## config.mk

```make
export PLATFORM = sky130hd
export DESIGN_NAME = apb_sl_bridge_mc_flat
export DESIGN_NICKNAME = d
export VERILOG_FILES = /design/src/rtl/apb_sl_bridge_mc_if.sv /design/src/rtl/apb_sl_bridge_mc.sv /design/src/flat_wrapper.sv
export SDC_FILE = /design/constraint.sdc
export NUM_CORES = 1
export LEC_CHECK = 0
export ABC_AREA = 1
export CAP_MARGIN = 20
export CORE_MARGIN = 2
export CORE_UTILIZATION = 30
export CTS_CLUSTER_DIAMETER = 200
export DETAILED_ROUTE_END_ITERATION = 6
export MAX_ROUTING_LAYER = met4
export PLACE_DENSITY = 0.49
export SKIP_CTS_REPAIR_TIMING = 1
export SLEW_MARGIN = 20
export SYNTH_ARGS = -nofsm -noshare
export SYNTH_HDL_FRONTEND = slang
export SYNTH_SLANG_ARGS = --single-unit
export TNS_END_PERCENT = 1
```

## constraint.sdc

```tcl
create_clock -name clk -period 4.13 [get_ports clk]
set_input_delay 0.6195 -clock clk [delete_from_list [all_inputs] [get_ports clk]]
set_output_delay 0.6195 -clock clk [all_outputs]
set_load 0.02 [all_outputs]
```

## src/rtl/apb_sl_bridge_mc_if.sv

```systemverilog
// APB bus bundle between the system interconnect and the SL bridge.
//   paddr/psel/penable/pwrite/pwdata : master -> slave request
//   prdata/pready/pslverr            : slave -> master response
interface apb_sl_bridge_mc_if #(
  parameter int ADDR_W = 8,
  parameter int DATA_W = 32
);
  logic [ADDR_W-1:0] paddr;
  logic              psel;
  logic              penable;
  logic              pwrite;
  logic [DATA_W-1:0] pwdata;
  logic [DATA_W-1:0] prdata;
  logic              pready;
  logic              pslverr;

  modport master (
    output paddr, psel, penable, pwrite, pwdata,
    input  prdata, pready, pslverr
  );

  modport slave (
    input  paddr, psel, penable, pwrite, pwdata,
    output prdata, pready, pslverr
  );
endinterface

```

## src/rtl/apb_sl_bridge_mc.sv

```systemverilog
// APB register bank serving NUM_CH SL transceiver cores in one clock domain.
// Per channel (base n*0x10): CONFIG 0x0, STATUS 0x4 (sticky W1C), TXDATA 0x8,
// RXDATA 0xC (read pops the RX FIFO).
// Ports:
//   clk, rst_n      : system clock, async active-low reset
//   apb             : APB slave bus (zero wait states, combinational response)
//   cfg             : per-channel config, channel n at [n*CFG_W +: CFG_W]
//   tx_data/valid   : TX holding register towards the SL core, tx_ready accepts
//   rx_valid/data   : one-cycle receive strobe and word from the SL core
//   rx_err          : {length, level, parity} error flags with rx_valid
//   irq             : per-channel registered level interrupt
module apb_sl_bridge_mc #(
  parameter int NUM_CH     = 4,
  parameter int FIFO_DEPTH = 4,
  parameter int DATA_W     = 32,
  parameter int CFG_W      = 16,
  parameter int ADDR_W     = 8
) (
  input  logic                     clk,
  input  logic                     rst_n,
  apb_sl_bridge_mc_if.slave        apb,
  output logic [NUM_CH*CFG_W-1:0]  cfg,
  output logic [NUM_CH*DATA_W-1:0] tx_data,
  output logic [NUM_CH-1:0]        tx_valid,
  input  logic [NUM_CH-1:0]        tx_ready,
  input  logic [NUM_CH-1:0]        rx_valid,
  input  logic [NUM_CH*DATA_W-1:0] rx_data,
  input  logic [NUM_CH*3-1:0]      rx_err,
  output logic [NUM_CH-1:0]        irq
);
  localparam int PTR_W = $clog2(FIFO_DEPTH);
  localparam int CNT_W = PTR_W + 1;
  localparam int CH_W  = ADDR_W - 4;

  logic              access;
  logic [CH_W-1:0]   ch_idx;
  logic [1:0]        off;
  logic [1:0]        unused_addr_lo;
  logic [NUM_CH-1:0] ch_sel;
  logic [NUM_CH-1:0] ch_err;
  logic [DATA_W-1:0] ch_rdata [NUM_CH];
  logic [DATA_W-1:0] rdata_mux;

  assign access         = apb.psel & apb.penable;
  assign ch_idx         = apb.paddr[ADDR_W-1:4];
  assign off            = apb.paddr[3:2];
  assign unused_addr_lo = apb.paddr[1:0];

  for (genvar n = 0; n < NUM_CH; n++) begin : g_ch
    logic [CFG_W-1:0]  cfg_q;
    logic [DATA_W-1:0] tx_data_q;
    logic              tx_valid_q;
    logic [DATA_W-1:0] mem_q [FIFO_DEPTH];
    logic [PTR_W-1:0]  rd_ptr_q, wr_ptr_q;
    logic [CNT_W-1:0]  cnt_q, cnt_d;
    logic [3:0]        sticky_q, sticky_d;  // {wle, lef, pef, ovf}
    logic              irq_q;
    logic              wr_cfg, wr_sts, wr_tx, pop, push_ok, full, empty;
    logic [2:0]        err_in;
    logic [DATA_W-1:0] sts;
    logic [DATA_W-1:0] rdata;
    logic              err;

    assign ch_sel[n] = access && (ch_idx == CH_W'(n));
    assign empty     = (cnt_q == '0);
    assign full      = (cnt_q == CNT_W'(FIFO_DEPTH));
    assign wr_cfg    = ch_sel[n] & apb.pwrite & (off == 2'd0);
    assign wr_sts    = ch_sel[n] & apb.pwrite & (off == 2'd1);
    assign wr_tx     = ch_sel[n] & apb.pwrite & (off == 2'd2) & ~tx_valid_q;
    assign pop       = ch_sel[n] & ~apb.pwrite & (off == 2'd3) & ~empty;
    // A pop in the same cycle frees the slot, so a full FIFO still accepts.
    assign push_ok   = rx_valid[n] & (~full | pop);
    assign err_in    = rx_valid[n] ? rx_err[n*3 +: 3] : 3'b000;

    always_comb begin
      cnt_d = cnt_q;
      if (push_ok && !pop)      cnt_d = cnt_q + 1'b1;
      else if (pop && !push_ok) cnt_d = cnt_q - 1'b1;
      // Clear first, then set: a same-cycle set event wins over W1C.
      sticky_d = sticky_q;
      if (wr_sts) sticky_d = sticky_q & ~apb.pwdata[6:3];
      sticky_d = sticky_d | {err_in, rx_valid[n] & full & ~pop};
    end

    always_comb begin
      sts       = '0;
      sts[0]    = tx_valid_q;
      sts[1]    = ~empty;
      sts[2]    = full;
      sts[6:3]  = sticky_q;
      sts[15:8] = 8'(cnt_q);
    end

    always_comb begin
      rdata = '0;
      err   = 1'b0;
      if (ch_sel[n]) begin
        case (off)
          2'd0: if (!apb.pwrite) rdata = DATA_W'(cfg_q);
          2'd1: if (!apb.pwrite) rdata = sts;
          2'd2: err = apb.pwrite & tx_valid_q;
          default: begin
            if (apb.pwrite || empty) err = 1'b1;
            else                     rdata = mem_q[rd_ptr_q];
          end
        endcase
      end
    end

    always_ff @(posedge clk or negedge rst_n) begin
      if (!rst_n) begin
        cfg_q      <= '0;
        tx_data_q  <= '0;
        tx_valid_q <= 1'b0;
        rd_ptr_q   <= '0;
        wr_ptr_q   <= '0;
        cnt_q      <= '0;
        sticky_q   <= '0;
        irq_q      <= 1'b0;
      end else begin
        cnt_q    <= cnt_d;
        sticky_q <= sticky_d;
        irq_q    <= cfg_q[8] & (~empty | (|sticky_q));
        if (wr_cfg) cfg_q <= apb.pwdata[CFG_W-1:0];
        if (wr_tx) begin
          tx_data_q  <= apb.pwdata;
          tx_valid_q <= 1'b1;
        end else if (tx_valid_q && tx_ready[n]) begin
          tx_valid_q <= 1'b0;
        end
        if (push_ok) wr_ptr_q <= wr_ptr_q + 1'b1;
        if (pop)     rd_ptr_q <= rd_ptr_q + 1'b1;
      end
    end

    always_ff @(posedge clk) begin
      if (push_ok) mem_q[wr_ptr_q] <= rx_data[n*DATA_W +: DATA_W];
    end

    assign ch_rdata[n]               = rdata;
    assign ch_err[n]                 = err;
    assign cfg[n*CFG_W +: CFG_W]     = cfg_q;
    assign tx_data[n*DATA_W +: DATA_W] = tx_data_q;
    assign tx_valid[n]               = tx_valid_q;
    assign irq[n]                    = irq_q;
  end

  // Per-channel read data is already zero unless that channel is selected.
  always_comb begin
    rdata_mux = '0;
    for (int n = 0; n < NUM_CH; n++) rdata_mux = rdata_mux | ch_rdata[n];
  end

  assign apb.prdata  = rdata_mux;
  assign apb.pslverr = access & (~(|ch_sel) | (|ch_err));
  assign apb.pready  = 1'b1;
endmodule
```

## src/flat_wrapper.sv

```systemverilog
// flat-port wrapper written by rule: the top's interface ports become plain ports
module apb_sl_bridge_mc_flat 
#(
  parameter int NUM_CH     = 4,
  parameter int FIFO_DEPTH = 4,
  parameter int DATA_W     = 32,
  parameter int CFG_W      = 16,
  parameter int ADDR_W     = 8
)
  (clk, rst_n, cfg, tx_data, tx_valid, tx_ready, rx_valid, rx_data, rx_err, irq, apb_paddr, apb_psel, apb_penable, apb_pwrite, apb_pwdata, apb_prdata, apb_pready, apb_pslverr);
  apb_sl_bridge_mc_if #(.ADDR_W(ADDR_W), .DATA_W(DATA_W)) apb_i ();
  input  logic clk;
  input  logic rst_n;
  output logic [NUM_CH*CFG_W-1:0] cfg;
  output logic [NUM_CH*DATA_W-1:0] tx_data;
  output logic [NUM_CH-1:0] tx_valid;
  input  logic [NUM_CH-1:0] tx_ready;
  input  logic [NUM_CH-1:0] rx_valid;
  input  logic [NUM_CH*DATA_W-1:0] rx_data;
  input  logic [NUM_CH*3-1:0] rx_err;
  output logic [NUM_CH-1:0] irq;
  input wire logic [$bits(apb_i.paddr)-1:0] apb_paddr;
  input wire logic [$bits(apb_i.psel)-1:0] apb_psel;
  input wire logic [$bits(apb_i.penable)-1:0] apb_penable;
  input wire logic [$bits(apb_i.pwrite)-1:0] apb_pwrite;
  input wire logic [$bits(apb_i.pwdata)-1:0] apb_pwdata;
  output wire logic [$bits(apb_i.prdata)-1:0] apb_prdata;
  output wire logic [$bits(apb_i.pready)-1:0] apb_pready;
  output wire logic [$bits(apb_i.pslverr)-1:0] apb_pslverr;
  assign apb_i.paddr = apb_paddr;
  assign apb_i.psel = apb_psel;
  assign apb_i.penable = apb_penable;
  assign apb_i.pwrite = apb_pwrite;
  assign apb_i.pwdata = apb_pwdata;
  assign apb_prdata = apb_i.prdata;
  assign apb_pready = apb_i.pready;
  assign apb_pslverr = apb_i.pslverr;
  apb_sl_bridge_mc #(.NUM_CH(NUM_CH), .FIFO_DEPTH(FIFO_DEPTH), .DATA_W(DATA_W), .CFG_W(CFG_W), .ADDR_W(ADDR_W)) u_core (.clk(clk), .rst_n(rst_n), .apb(apb_i), .cfg(cfg), .tx_data(tx_data), .tx_valid(tx_valid), .tx_ready(tx_ready), .rx_valid(rx_valid), .rx_data(rx_data), .rx_err(rx_err), .irq(irq));
endmodule
```

==> flow_summary.json, run 1 <==
{
  "status": "finished, final reports clean",
  "cp_cell_sequence": "clkdlybuf4s50_1, nor2_8, nand2_2, nor2_4, nand3_1, nand2_1, nor2_1, a21oi_1, buf_4, clkdlybuf4s50_1",
  "synth_cell_type_count": 41,
  "grt_pass1_vias": 21100,
  "vias": 22100,
  "rows": 118,
  "worst_pin_slew_ps": 1020,
  "cts_tree": "yes",
  "synth.avg_cell_area_um2": 11.1,
  "rsz0062_at_grt": "no",
  "crit_buf_inv": 3,
  "detail-route-antenna-nets": 0,
  "synth_area_um2": 31100,
  "yosys.area.top_type_share_pct": 49.4,
  "arrival_ps": 3280,
  "async_flop_share_pct": 32.3,
  "nets": 3460,
  "ir_drop_mv": 0.310,
  "dr.pass1.iters": 7,
  "fp.dieH_um": 326,
  "cts_root_buffer": "clkbuf_16",
  "pre_cts_slack_ps": 311,
  "clk_pin_slew_ps": 60,
  "drt-total-wl_mm": 104,
  "worstSkewPairLatency_ps": 650,
  "cts_buffer_depth": 3,
  "final_common_cell": "nand2_1",
  "slowest_stage": "clkdlybuf4s50_1",
  "path_delay_family": "buffers and inverters",
  "hp-class": "in2async",
  "ys_ff_latch": 756,
  "start_util_pct": 30.1,
  "power.leakage_nw": 15.2,
  "drive_above_1_share_pct": 10.1,
  "place_hpwl_mm": 72.6,
  "final.setup.worst_slack_ps": 227,
  "fin_crit_ps": 3900,
  "end_kind": "output pin",
  "port_buffers": 423,
  "crit_required_ps": 3510,
  "cpMostUsedCell": "clkdlybuf4s50_1",
  "yosysWarnings": 0,
  "syn2layout_area_growth_pct": 28.9,
  "finalSetupTns_ps": 0,
  "grt.overflow.total": 0,
  "max_freq_mhz": 256,
  "max_stage_delay_ps": 610,
  "grt_start_max_net_pins": 117,
  "cts.sinks": 756,
  "design_area_um2": 40100,
  "drtIter0Drc": 1681,
  "holdWs_ps": 52.3,
  "htreeDepth": 3,
  "final_cell_mix": "650 x nand2_1, 512 x edfxtp_1, 412 x clkdlybuf4s50_1",
  "ys.flop_type": "edfxtp_1",
  "grtUsageTotal_pct": 19.7,
  "fin_skew_ps": 20.4,
  "antenna_found_initial": 22,
  "power_density_nw_per_um2": 514,
  "dpl-instance-area_um2": 37200,
  "core_region_area_um2": 103000,
  "ys_seq_area_share_pct": 69.1,
  "slew_headroom_pct": 32.2,
  "gp_congestion": 0.882,
  "die-area_um2": 106000,
  "drv_slew": 0,
  "io_pins": 427,
  "synth.area.top_cells": "edfxtp_1 49%, dfrtp_1 20%, nand2_1 7.9%",
  "cts_made_buffers": 82,
  "critPathKind": "in2out",
  "yosysTopAreaCell": "edfxtp_1",
  "grt_first_pass_wirelength_mm": 148,
  "drc_errors": 0,
  "layout_worst_path_cycle_share_pct": 94.5,
  "synth_edf_count": 512,
  "worst_setup_path_start_kind": "input pin",
  "synth_cells": 2810,
  "wl_per_cell_um": 22.0,
  "setup_viol": 0,
  "hold_violations": 0,
  "viasPerCell": 4.69,
  "drv_cap": 0,
  "synth_nets": 3027,
  "die_x_um": 326,
  "crit_fanout": 10
}
==> area by class of cell <==
type	instances	area [um^2]
fillers	10000	63100
well taps	1380	1730
clock buffers	103	2200
diodes	24	60.1
clock inverters	45	634
repair buffers	503	5030
inverters	133	504
multi-input cells	1767	8440
flip-flops and latches	756	21500
==> synthesized netlist by cell type (3+ instances only) <==
master and count:
a21oi_1 17, a22o_1 3, a31oi_1 4, buf_1 6, buf_2 40, buf_4 14
buf_6 18, clkbuf_1 76, dfrtp_1 244, edfxtp_1 512, fa_1 4, ha_1 20
inv_1 116, inv_2 14, mux2_2 4, nand2_1 651, nand2_2 7, nand3_1 39
nand3_4 4, nand4_1 24, nor2_1 361, nor2_2 8, nor2_4 6, nor3_1 5
nor4_1 4, o21ai_0 368, o21ai_1 105, o21ai_2 39, o22ai_1 68, xnor2_1 4
xor2_1 13
==> state kept, by name, indices dropped and copies added (netlist names) <==
signal                  flops
u_core.g_ch.cfg_q          64
u_core.g_ch.cnt_q          12
u_core.g_ch.irq_q           4
u_core.g_ch.mem_q         512
u_core.g_ch.rd_ptr_q        8
u_core.g_ch.sticky_q       16
u_core.g_ch.tx_data_q     128
u_core.g_ch.tx_valid_q      4
u_core.g_ch.wr_ptr_q        8
==> metrics by stage <==
stage / total power [mW] / utilization, % / cells
floorplan: 11.5 / - / 2810
global placement: 13.1 / 36.0 / 4539
detailed placement: 13.1 / 36.0 / 4539
CTS: 20.9 / 38.8 / 4687
global route: 21.5 / 38.8 / 4705
finish: 20.6 / 38.8 / 4711
==> power by group <==
part,switching (mW),internal [mW],leakage [nW],total (mW)
clock,3.14,4.57,1.38,7.71
combinational,2.13,0.971,5.93,3.10
sequential,0.363,9.42,7.91,9.79
total,5.63,15.0,15.2,20.6
==> worst paths after layout <==
| kind | from | to | slack (ps) | cells after the start |
|---|---|---|---|---|
| max in group asynchronous | rst_n | u_core.g_ch[1].tx_data_q[8]$_DFFE_PN0P_ | 3000 | 2 |
| worst max register to register | u_core.g_ch[3].cnt_q[0]$_DFFE_PN0P_ | u_core.g_ch[3].mem_q[1][27]$_DFFE_PP_ | 1370 | 10 |
| min in group clk | u_core.g_ch[1].tx_data_q[12]$_DFFE_PN0P_ | u_core.g_ch[1].tx_data_q[12]$_DFFE_PN0P_ | 480 | 2 |
| worst min register to register | u_core.g_ch[1].tx_data_q[12]$_DFFE_PN0P_ | u_core.g_ch[1].tx_data_q[12]$_DFFE_PN0P_ | 480 | 2 |
| worst min-delay path | rst_n | u_core.g_ch[0].tx_data_q[25]$_DFFE_PN0P_ | 50 | 1 |
| worst max-delay path | apb_paddr[7] | apb_pslverr | 230 | 10 |
==> per-layer routing <==
metal  up-vias  global-route usage, %  part of all wire (%)
met3       109                   5.13                   8.0
met4         0                   5.32                   2.0
li1      10500                      -                     -
met1     10900                   26.7                    45
met5         -                      -                     0
met2       601                   29.3                    45
==> cells by family (layout without fill, tap and decap cells) <==
group,Yosys count,after routing,synth area share (%)
DFF,756,756,69.1
AOI/OAI and AO/OA,607,607,10.6
other,1,25,0.0121
xor gates and xnor gates,17,17,0.479
adders and majority gates,24,24,1.06
and+or+nand+nor,1114,1114,14.4
muxes,4,4,0.145
buffers and inverters,287,784,4.23
==> worst register-to-register path, stage by stage (launching register included) <==
cell and delay (ps):
dfrtp_1 450, nor2_1 100, nand2_1 120, nand3_2 120
nor2_4 340, buf_4 210, inv_2 50, nand2_1 70
nand2_1 270, nor2_4 160, buf_4 490
Note: power is estimated with default switching activity, not from simulation.
==> run 2: changes to the inputs <==
--- a/config.mk
+++ b/config.mk
@@ -12,7 +12,6 @@
 export CTS_CLUSTER_DIAMETER = 200
 export DETAILED_ROUTE_END_ITERATION = 6
 export MAX_ROUTING_LAYER = met4
-export PLACE_DENSITY = 0.49
 export SKIP_CTS_REPAIR_TIMING = 1
 export SLEW_MARGIN = 20
 export SYNTH_ARGS = -nofsm -noshare
==> run 2 against run 1 <==
Against the previous run: worst hold slack improved by 430 ps; power decreased by 1.2%; core utilization decreased by 0.27 points; via count increased by 1.1%; design area decreased by 0.70%; combinational power decreased by 4%; sequential power about the same.
==> flow_summary.json, run 2 (synthesis gave the netlist of run 1 again) <==
{
  "cts_made_buffers": 77,
  "arrival_ps": 3380,
  "die_x_um": 326,
  "cp_cell_sequence": "clkdlybuf4s50_1, nand2_1, inv_2, nand3_2, nor2_4, buf_4, nand2_1, nand4_1, clkdlybuf4s50_1",
  "filler_cell_count": 9936,
  "worstSkewPairLatency_ps": 660,
  "critPathKind": "in2out",
  "grt_pass1_vias": 20900,
  "slowest_stage": "clkdlybuf4s50_1",
  "viasPerCell": 4.75,
  "max_stage_delay_ps": 660,
  "end_kind": "output pin",
  "grt.overflow.total": 0,
  "comb_power_share_pct": 14.7,
  "start_util_pct": 30.1,
  "path_delay_family": "buffers and inverters",
  "route.met3.wl_mm": 9.69,
  "place_hpwl_mm": 71.5,
  "port_buffers": 423,
  "drt-total-wl_mm": 101,
  "antenna_found_initial": 36,
  "finalSetupTns_ps": 0,
  "drv_cap": 0,
  "drtIter0Drc": 1987,
  "slew_headroom_pct": 32.7,
  "netSwitchingPower_mw": 5.45,
  "fin_crit_ps": 4000,
  "cts_tree": "yes",
  "clk_pin_slew_ps": 60,
  "htreeDepth": 3,
  "top_register": "u_core.g_ch.mem_q",
  "pre_cts_slack_ps": 183,
  "die-area_um2": 106000,
  "final.setup.worst_slack_ps": 133,
  "max_freq_mhz": 250,
  "worst_pin_slew_ps": 1010,
  "power.leakage_nw": 15.1,
  "crit_fanout": 15,
  "cts_root_buffer": "clkbuf_16",
  "nets": 3445,
  "final_common_cell": "nand2_1",
  "drive_above_1_share_pct": 9.24,
  "p_seq_share_pct": 48.1,
  "largest_registers": "u_core.g_ch.mem_q (512), u_core.g_ch.tx_data_q (128), u_core.g_ch.cfg_q (64)",
  "power_density_nw_per_um2": 511,
  "swShare_pct": 26.8,
  "syn2layout_area_growth_pct": 28.0,
  "fp.dieH_um": 326,
  "grt_start_max_net_pins": 117,
  "dr.pass1.iters": 5,
  "gp_congestion": 0.861,
  "vias": 22300,
  "drv_slew": 0,
  "wl_met2_mm": 46.2,
  "final_cell_mix": "650 x nand2_1, 512 x edfxtp_1, 418 x clkdlybuf4s50_1",
  "crit_required_ps": 3510,
  "cts_buffer_depth": 3,
  "core_region_area_um2": 103000,
  "hp-class": "reg2reg",
  "p_int_mw": 14.9,
  "worst_setup_path_start_kind": "input pin",
  "rsz0062_at_grt": "no",
  "layout_worst_path_cycle_share_pct": 96.8,
  "ir_drop_mv": 0.327,
  "io_pins": 427,
  "hold_violations": 0,
  "grtUsageTotal_pct": 19.1,
  "largest_reg_flops": 512,
  "rows": 118,
  "status": "finished, final reports clean",
  "met1_length_mm": 42.8,
  "setup_viol": 0,
  "wl_per_cell_um": 21.6,
  "drc_errors": 0,
  "cts.sinks": 756,
  "clkPwrFrac_pct": 37.2,
  "crit_buf_inv": 4,
  "detail-route-antenna-nets": 0,
  "grt_first_pass_wirelength_mm": 144,
  "top_layer_used": "met4",
  "fin_skew_ps": 32.8
}
[run 2: path summary, 6_finish.rpt]
| path | start | to | slack, ps | cells after the start |
|---|---|---|---|---|
| max reg2reg | u_core.g_ch[1].cnt_q[0]$_DFFE_PN0P_ | u_core.g_ch[1].cnt_q[2]$_DFFE_PN0P_ | 1450 | 14 |
| max in group asynchronous | rst_n | u_core.g_ch[3].tx_data_q[5]$_DFFE_PN0P_ | 2570 | 3 |
| min in group asynchronous | rst_n | u_core.g_ch[2].tx_data_q[25]$_DFFE_PN0P_ | 500 | 2 |
| min | u_core.g_ch[1].tx_data_q[12]$_DFFE_PN0P_ | u_core.g_ch[1].tx_data_q[12]$_DFFE_PN0P_ | 480 | 2 |
| max | apb_paddr[3] | apb_prdata[31] | 130 | 9 |
| min reg2reg | u_core.g_ch[1].tx_data_q[12]$_DFFE_PN0P_ | u_core.g_ch[1].tx_data_q[12]$_DFFE_PN0P_ | 480 | 2 |
[run 2: cell type report]
class / instances / area [um^2] / share of cell area [%]
sequential: 756 / 21500 / 54.0
multi-input combinational: 1767 / 8380 / 21.1
timing repair buffer: 493 / 4890 / 12.3
clock buffer: 98 / 2070 / 5.19
tap: 1380 / 1730 / 4.34
clock inverter: 44 / 669 / 1.68
inverter: 133 / 500 / 1.26
antenna: 33 / 82.6 / 0.207
[run 2: power by group through the flow]
stage / Combinational, mW / Sequential (mW) / Clock [mW]
after CTS: 3.04 / 9.78 / 7.70
after global routing: 3.30 / 9.89 / 7.97
final: 2.99 / 9.78 / 7.57
after floorplan: 1.50 / 10.0 / 0
after detailed placement: 3.03 / 9.93 / 0
after global placement: 2.98 / 9.90 / 0
[run 2: tightest hold or removal path: stages (launching register included)]
cell	delay, ps
dfrtp_1	340
nand2_1	60
o21ai_2	50
[run 2: metrics by stage]
stage,total power [mW],utilization (%),cell area (um^2),hold WS [ps],cells
after floorplan,11.5,-,31100,324,2810
after CTS,20.5,38.5,39700,-83.0,4669
after global routing,21.2,38.6,39800,496,4699
final,20.3,38.6,39800,480,4704
after detailed placement,13.0,35.8,37000,468,4527
after global placement,12.9,35.8,37000,465,4527
[run 2: per-layer routing]
metal / GRT usage (%) / vias up
li1: - / 10500
met1: 24.3 / 11000
met2: 28.8 / 693
met3: 6.57 / 130
met4: 5.98 / 0
met5: - / -
==> run 3: changes to the inputs <==
--- a/config.mk
+++ b/config.mk
@@ -10,6 +10,7 @@
 export CORE_MARGIN = 2
 export CORE_UTILIZATION = 30
 export CTS_CLUSTER_DIAMETER = 200
+export CTS_CLUSTER_SIZE = 8
 export DETAILED_ROUTE_END_ITERATION = 6
 export MAX_ROUTING_LAYER = met4
 export SKIP_CTS_REPAIR_TIMING = 1
==> run 3 against run 2 <==
Against the previous run: core utilization rose by 0.19 points; combinational power about the same; largest cell class unchanged; power increased by 1.1%; flip-flop and latch count unchanged; register-to-register slack improved by 40 ps; non-clock buffer count is the same; critical endpoint is now apb_prdata[12]; critical path depth shrank 1; clock power increased by 2.9%; die area unchanged; setup slack lost 30 ps; global-route usage is 0.16 points higher.
==> flow_summary.json, run 3 (synthesis gave the netlist of run 1 again) <==
{
  "grt_start_max_net_pins": 117,
  "critPathKind": "reg2out",
  "worstSkewPairLatency_ps": 680,
  "max_stage_delay_ps": 640,
  "core_region_area_um2": 103000,
  "reg2reg_depth": 12,
  "slowest_stage": "clkdlybuf4s50_1",
  "status": "finished, final reports clean",
  "grt.overflow.total": 0,
  "design_area_um2": 40000,
  "top_register": "u_core.g_ch.mem_q",
  "port_buffers": 423,
  "fp.dieH_um": 326,
  "hold_start": "u_core.g_ch[3].tx_data_q[15]$_DFFE_PN0P_",
  "power.leakage_nw": 15.1,
  "grt_pass1_vias": 21200,
  "drc_errors": 0,
  "drv_cap": 0,
  "slew_headroom_pct": 27.4,
  "drv_slew": 0,
  "fin_crit_ps": 4030,
  "cts_buffer_depth": 3,
  "wl_met2_mm": 47.0,
  "final_common_cell": "nand2_1",
  "fin_skew_ps": 44.9,
  "syn2layout_area_growth_pct": 28.6,
  "hold_violations": 0,
  "cp_cell_sequence": "buf_4, o21ai_0, o21ai_0, nand2_1, nand2_1, nor2_1, nand2_1, clkdlybuf4s50_1",
  "finalNonFillerCells": 4711,
  "clk_pin_slew_ps": 50,
  "timing.rr.end": "u_core.g_ch[1].cnt_q[1]$_DFFE_PN0P_",
  "viasPerCell": 4.74,
  "cpMostUsedCell": "nand2_1",
  "route.met3.wl_mm": 9.17,
  "rows": 118,
  "die-area_um2": 106000,
  "met1_length_mm": 43.2,
  "grt_first_pass_wirelength_mm": 146,
  "dr.pass1.iters": 5,
  "wl_per_cell_um": 21.7,
  "cts_root_buffer": "clkbuf_16",
  "gp_congestion": 0.861,
  "dpl.cell_count": 4527,
  "io_pins": 427,
  "largest_reg_flops": 512,
  "worst_pin_slew_ps": 1090,
  "vias": 22300,
  "hold_depth": 2,
  "arrival_ps": 3410,
  "final_cell_mix": "650 x nand2_1, 512 x edfxtp_1, 418 x clkdlybuf4s50_1",
  "dpl-instance-area_um2": 37000,
  "drt-total-wl_mm": 102,
  "rsz0062_at_grt": "no",
  "cts_tree": "yes",
  "crit_required_ps": 3510,
  "crit_fanout": 38,
  "crit_buf_inv": 2,
  "finalSetupTns_ps": 0,
  "hp-class": "reg2reg",
  "top_layer_used": "met4",
  "min_to": "u_core.g_ch[3].tx_data_q[15]$_DFFE_PN0P_",
  "antenna_found_initial": 37,
  "nets": 3472,
  "worst_setup_path_start_kind": "flip-flop",
  "setup_viol": 0,
  "grtUsageTotal_pct": 19.3,
  "largest_registers": "u_core.g_ch.mem_q (512), u_core.g_ch.tx_data_q (128), u_core.g_ch.cfg_q (64)",
  "ir_drop_mv": 0.361,
  "cts_made_buffers": 104,
  "rrSetupSlack_ps": 1490,
  "layout_worst_path_cycle_share_pct": 97.5,
  "cts.sinks": 756,
  "drtIter0Drc": 1999,
  "max_freq_mhz": 248,
  "start_util_pct": 30.1,
  "die_x_um": 326,
  "htreeDepth": 3,
  "power_density_nw_per_um2": 514,
  "end_kind": "output pin",
  "detail-route-antenna-nets": 0,
  "crit_start": "u_core.g_ch[0].rd_ptr_q[0]$_DFFE_PN0P_",
  "place_hpwl_mm": 71.5,
  "drive_above_1_share_pct": 9.07,
  "rr_startpoint": "u_core.g_ch[1].cnt_q[1]$_DFFE_PN0P_",
  "path_delay_family": "buffers and inverters",
  "worstSetupPathDepth": 8
}
-- run 3: area by class of cell --
cell class                      instances  area (um^2)
Inverter                              133          502
Tap cell                             1380         1730
Sequential cell                       756        21500
Multi-Input combinational cell       1767         8380
Clock inverter                          8          181
Antenna cell                           33         82.6
Fill cell                            9930        63200
Clock buffer                          141         2740
Timing Repair Buffer                  493         4900
-- run 3: worst max path at each step --
stage,endpoint,slack (ps)
2_1_floorplan,u_core.g_ch[3].mem_q[0][0]$_DFFE_PP_,870
3_3_place_gp,apb_prdata[13],200
3_5_place_dp,apb_prdata[13],180
4_1_cts,apb_prdata[5],50
5_1_grt,apb_prdata[12],10
6_report,apb_prdata[12],100
-- run 3: per-layer routing --
layer | track usage (%) | vias up
met4 | 6.29 | 0
met1 | 24.4 | 11000
met3 | 6.52 | 124
met5 | - | -
met2 | 29.1 | 662
li1 | - | 10600
-- run 3: power by group --
group / switching [mW] / internal (mW)
logic: 2.05 / 0.948
clock network: 3.15 / 4.63
registers: 0.361 / 9.44
-- run 3: tightest hold or removal path, cell delays in order, from the launching register on --
cell and delay, ps:
dfrtp_1 340, nand2_1 60, o21ai_2 50
-- run 3: stage by stage --
step | power [mW] | hold slack, ps | setup WS (ps) | utilization, %
floorplan | 11.5 | 324 | 873 | -
global placement | 12.9 | 465 | 201 | 35.8
detailed placement | 13.0 | 468 | 183 | 35.8
CTS | 20.8 | -118 | 49.2 | 38.6
global route | 21.4 | 494 | 12.2 | 38.7
finish | 20.6 | 478 | 103 | 38.8
